<file path="src/rtl/mips_pkg.sv">
// Shared MIPS definitions: multiply/divide opcode encoding and sequencer states.
package mips_pkg;

  typedef enum logic [1:0] {
    OP_MULTU = 2'b00,
    OP_MULT  = 2'b01,
    OP_DIVU  = 2'b10,
    OP_DIV   = 2'b11
  } muldiv_op_t;

  typedef enum logic [1:0] {
    ST_IDLE = 2'b00,
    ST_CALC = 2'b01,
    ST_FIX  = 2'b10
  } muldiv_state_t;

endpackage

</file>
<file path="src/rtl/mips_cpu_muldiv.sv">
// Iterative MIPS HI/LO multiply/divide unit: one shift-add or restoring-divide step per cycle.
// Define MULDIV_SIGNED_EN to enable MULT/DIV sign handling; otherwise they behave as MULTU/DIVU.
module mips_cpu_muldiv
  import mips_pkg::*;
#(
  parameter int WIDTH = 32,
  parameter int CNT_W = $clog2(WIDTH+1)
) (
  input  logic             clk,
  input  logic             reset,
  input  logic             clk_enable,
  input  logic             start,
  input  logic [1:0]       op,
  input  logic [WIDTH-1:0] a,
  input  logic [WIDTH-1:0] b,
  input  logic             hi_write,
  input  logic             lo_write,
  input  logic [WIDTH-1:0] wdata,
  output logic             busy,
  output logic             done,
  output logic [WIDTH-1:0] hi,
  output logic [WIDTH-1:0] lo
);

  muldiv_state_t    state;
  muldiv_op_t       op_q;
  logic [CNT_W-1:0] cnt;
  logic [WIDTH-1:0] acc, mq, dvs, a_q;
  logic             b_zero_q;
  logic             signed_in;
  logic [WIDTH:0]   shifted, diff, sum;
  logic [WIDTH-1:0] step_acc, step_mq;
  logic [WIDTH-1:0] res_hi, res_lo;

  function automatic logic [WIDTH-1:0] negate(input logic [WIDTH-1:0] x);
    return ~x + WIDTH'(1);
  endfunction

  function automatic logic [WIDTH-1:0] magnitude(input logic [WIDTH-1:0] x, input logic sgn);
    return (sgn && x[WIDTH-1]) ? negate(x) : x;
  endfunction

`ifdef MULDIV_SIGNED_EN
  logic neg_q, a_neg_q;

  function automatic logic [2*WIDTH-1:0] negate_wide(input logic [2*WIDTH-1:0] x);
    return ~x + (2*WIDTH)'(1);
  endfunction

  assign signed_in = op[0];
`else
  logic unused_op_bit;
  assign signed_in     = 1'b0;
  assign unused_op_bit = op_q[0];
`endif

  assign busy = (state == ST_CALC) || (state == ST_FIX);

  // acc/mq form a double-width shift pair: product for multiply, remainder/quotient for divide
  always_comb begin
    shifted = {acc, mq[WIDTH-1]};
    diff    = shifted - {1'b0, dvs};
    sum     = {1'b0, acc} + (mq[0] ? {1'b0, dvs} : '0);
    if (op_q[1]) begin
      step_acc = diff[WIDTH] ? shifted[WIDTH-1:0] : diff[WIDTH-1:0];
      step_mq  = {mq[WIDTH-2:0], ~diff[WIDTH]};
    end else begin
      step_acc = sum[WIDTH:1];
      step_mq  = {sum[0], mq[WIDTH-1:1]};
    end
  end

  // Division by zero bypasses the datapath so hi returns the original dividend
  always_comb begin
    res_hi = acc;
    res_lo = mq;
    if (!op_q[1]) begin
`ifdef MULDIV_SIGNED_EN
      {res_hi, res_lo} = neg_q ? negate_wide({acc, mq}) : {acc, mq};
`else
      {res_hi, res_lo} = {acc, mq};
`endif
    end else if (b_zero_q) begin
      res_hi = a_q;
      res_lo = '1;
    end else begin
`ifdef MULDIV_SIGNED_EN
      res_hi = a_neg_q ? negate(acc) : acc;
      res_lo = neg_q ? negate(mq) : mq;
`else
      res_hi = acc;
      res_lo = mq;
`endif
    end
  end

  always_ff @(posedge clk or posedge reset) begin
    if (reset) begin
      state    <= ST_IDLE;
      op_q     <= OP_MULTU;
      cnt      <= '0;
      acc      <= '0;
      mq       <= '0;
      dvs      <= '0;
      a_q      <= '0;
      b_zero_q <= 1'b0;
      hi       <= '0;
      lo       <= '0;
      done     <= 1'b0;
`ifdef MULDIV_SIGNED_EN
      neg_q    <= 1'b0;
      a_neg_q  <= 1'b0;
`endif
    end else if (clk_enable) begin
      done <= 1'b0;
      case (state)
        ST_IDLE: begin
          if (start) begin
            op_q     <= muldiv_op_t'(op);
            a_q      <= a;
            b_zero_q <= (b == '0);
            acc      <= '0;
            mq       <= magnitude(a, signed_in);
            dvs      <= magnitude(b, signed_in);
            cnt      <= CNT_W'(WIDTH);
            state    <= ST_CALC;
`ifdef MULDIV_SIGNED_EN
            a_neg_q  <= signed_in & a[WIDTH-1];
            neg_q    <= signed_in & (a[WIDTH-1] ^ b[WIDTH-1]);
`endif
          end else begin
            if (hi_write) hi <= wdata;
            if (lo_write) lo <= wdata;
          end
        end
        ST_CALC: begin
          acc <= step_acc;
          mq  <= step_mq;
          cnt <= cnt - CNT_W'(1);
          if (cnt == CNT_W'(1)) state <= ST_FIX;
        end
        ST_FIX: begin
          hi    <= res_hi;
          lo    <= res_lo;
          done  <= 1'b1;
          state <= ST_IDLE;
        end
        default: state <= ST_IDLE;
      endcase
    end
  end

endmodule

</file>
<file path="config.mk">
export PLATFORM = sky130hd
export DESIGN_NAME = mips_cpu_muldiv
export DESIGN_NICKNAME = d
export VERILOG_FILES = /design/src/rtl/mips_pkg.sv /design/src/rtl/mips_cpu_muldiv.sv
export SDC_FILE = /design/constraint.sdc
export NUM_CORES = 1
export LEC_CHECK = 0
export ABC_AREA = 1
export CAP_MARGIN = 40
export CORE_MARGIN = 3
export CORE_UTILIZATION = 40
export CTS_CLUSTER_SIZE = 16
export DETAILED_ROUTE_END_ITERATION = 10
export HOLD_SLACK_MARGIN = 0.1
export PLACE_DENSITY_LB_ADDON = 0.3
export SYNTH_ARGS = -nofsm -noshare
export SYNTH_HDL_FRONTEND = slang
export SYNTH_SLANG_ARGS = --single-unit
</file>
<file path="constraint.sdc">
create_clock -name clk -period 21.1 [get_ports clk]
set_clock_uncertainty 0.05 [all_clocks]
set_input_delay 4.22 -clock clk [delete_from_list [all_inputs] [get_ports clk]]
set_output_delay 4.22 -clock clk [all_outputs]
set_load 0.005 [all_outputs]
</file>
==> flow_summary.toml <==
[sta]
fmax_mhz = 144
whs_ns = 0.429
layout_min_cycle_time_ns = 6.93
finalCritPeriodShare_pct = 32.8
rsz0062_at_grt = "no"
slew_headroom_pct = 44.6
finalMaxSlewViolations = 0
worstMarginPinSlew_ns = 0.831
finalSetupTns_ns = 0
finalSetupViolCount = 0
hold_viol_final = 0

[clocking]
cts_tree = "built"
insertion_delay_ns = 0.54
cts_resized = 0
post_cts_buffers = 0
hold_buffers = 0
clockBufferDepth = 3
htreeDepth = 1
clkSinkCount = 203
cts_made_buffers = 24
clk_pin_slew_ns = 0.06
root_buffer = "clkbuf_16"

[final_layout]
final_cell_mix = "649 x nand2_1, 308 x inv_1, 236 x nor2_1, 202 x dfrtp_1"
nFillCells = 3688
drive_gt1_share_pct = 4.23
final_common_cell = "nand2_1"
areaGrowthSynthToFinish_pct = 20.0
register_area_um2 = 5080
layoutNonFillerInstCount = 2800
nNetsFinal = 2497
diodes = 0
final_core_util_pct = 48.9
multi_input_area_um2 = 7960

[critical_path]
endpoint_kind = "flop"
cp_max_fo = 67
path_class = "in -> reg"
arrival_ns = 7.33
start_kind = "input port"
crit_required_ns = 21.49

[grt]
antenna_found_initial = 1
grt_overflow_total = 0
grt_pass1_wl_um = 78700
grt_pass1_vias = 14400
grt_max_degree = 82
grt_use_total_pct = 25.5

[detailed_routing]
drt_first_pass_iters = 6
wirelength_um = 50400
antenna_left = 0
routed-via-count = 15000
via_per_inst = 5.35
drc_errors = 0
drtIter0Drc = 1381
routedWlPerCell_um = 18.0

[min_path]
hold_class = "reg -> reg"

[logic_synthesis]
yosysWarnings = 0
synth_edf_count = 0
synth.top_cell.area_share_pct = 34.9
synthCells = 2198
async_reset_ff_share_pct = 100
synthFlopType = "dfrtp_1"
synth.distinct_cells = 42
yosys-top-cells-area = "dfrtp_1 35%, nand2_1 17%, inv_1 8.0%, nor2_1 6.1%, ha_1 5.9%"
synth-seq-cells = 203
yosysTopAreaCell = "dfrtp_1"
syn_area_um2 = 14600
synth_seq_area_share_pct = 34.9
syn_avg_cell_area_um2 = 6.63
synth_fp_nets = 2373

[run]
cap_violations = 0

[floorplan]
initial_core_util_pct = 40.8
rows = 69
ios = 170
die-width_um = 197
dieArea_um2 = 38700
core_um2 = 35700
die_y_um = 197

[placement]
dp_hpwl_um = 38500
dp.cells = 2757
routabilityCongestion = 0.936
portBuffers = 168

[power]
p_leak_nw = 8.80
ir_drop_mv = 0.0655
p_per_area_nw_per_um2 = 161

[run_status]
run_status = "completed"
## kinds of logic (layout without fill, tap and decap cells)
logic type,count (synthesis),after routing,share of synthesized area [%]
xor+xnor,17,17,1.02
fa+ha+maj,71,71,6.20
flops,203,203,34.9
buf+inv,405,546,10.7
compound gates,413,413,16.6
simple gates,1089,1089,30.6
## final timing paths
check / from / end / slack (ns) / cells after the start
max: start / mq[22] / 14.17 / 9
min: a_q[0] / a_q[0] / 0.43 / 2
max reg2reg: state[0] / mq[22] / 17.58 / 10
min reg2reg: a_q[0] / a_q[0] / 0.43 / 2
max in group asynchronous: reset / dvs[22] / 15.58 / 3
min in group asynchronous: reset / lo[2] / 4.08 / 2
## per-layer routing
layer	track usage, %	share of wire, %
met2	40.9	44
met5	0	0.020
met4	7.34	2.8
met1	36.2	46
met3	3.42	6.5
## cells in the mapped netlist (17+ instances only)
cell type / count
o211ai_1: 30
inv_1: 310
dfrtp_1: 203
a31oi_1: 66
ha_1: 69
nand3_1: 129
a21oi_1: 86
nor2_1: 238
o21ai_0: 168
o221ai_1: 29
nand2_1: 649
clkbuf_1: 68
nand4_1: 17
## worst max-delay path, cell delays in order
cell             delay, ns
clkdlybuf4s50_1       0.51
nand2_1               0.12
nor2_4                0.11
buf_4                 0.58
inv_2                 0.40
nor2_1                0.55
inv_1                 0.36
buf_16                0.26
o221ai_1              0.19
## state kept, by name, summed over array words and instances (netlist names)
register  count
mq           32
dvs          32
cnt           6
lo           32
hi           32
done          1
op_q          1
acc          32
state         2
b_zero_q      1
a_q          32
## layout make-up
| cell class | instances | share of cell area, % |
|---|---|---|
| multi-input cells | 1590 | 45.5 |
| repair buffers | 186 | 10.5 |
| clock buffers | 28 | 3.69 |
| clock inverters | 15 | 1.05 |
| flip-flops and latches | 203 | 29.1 |
| inverters | 317 | 6.85 |
| well taps | 461 | 3.30 |
## per-stage QoR
| step | setup WS (ns) | area, µm² | total power [mW] |
|---|---|---|---|
| floorplan | 11.29 | 14600 | 1.82 |
| global placement | 13.59 | 16600 | 2.34 |
| detailed placement | 13.73 | 16700 | 2.37 |
| CTS | 14.29 | 17500 | 2.81 |
| global route | 14.02 | 17500 | 3.07 |
| finish | 14.17 | 17500 | 2.82 |
## power by group
group | leakage (nW) | internal [mW] | switching (mW)
clock | 0.414 | 0.258 | 0.180
combinational | 5.92 | 0.604 | 1.04
sequential | 2.47 | 0.571 | 0.172
Note: power is estimated with default switching activity, not from simulation.
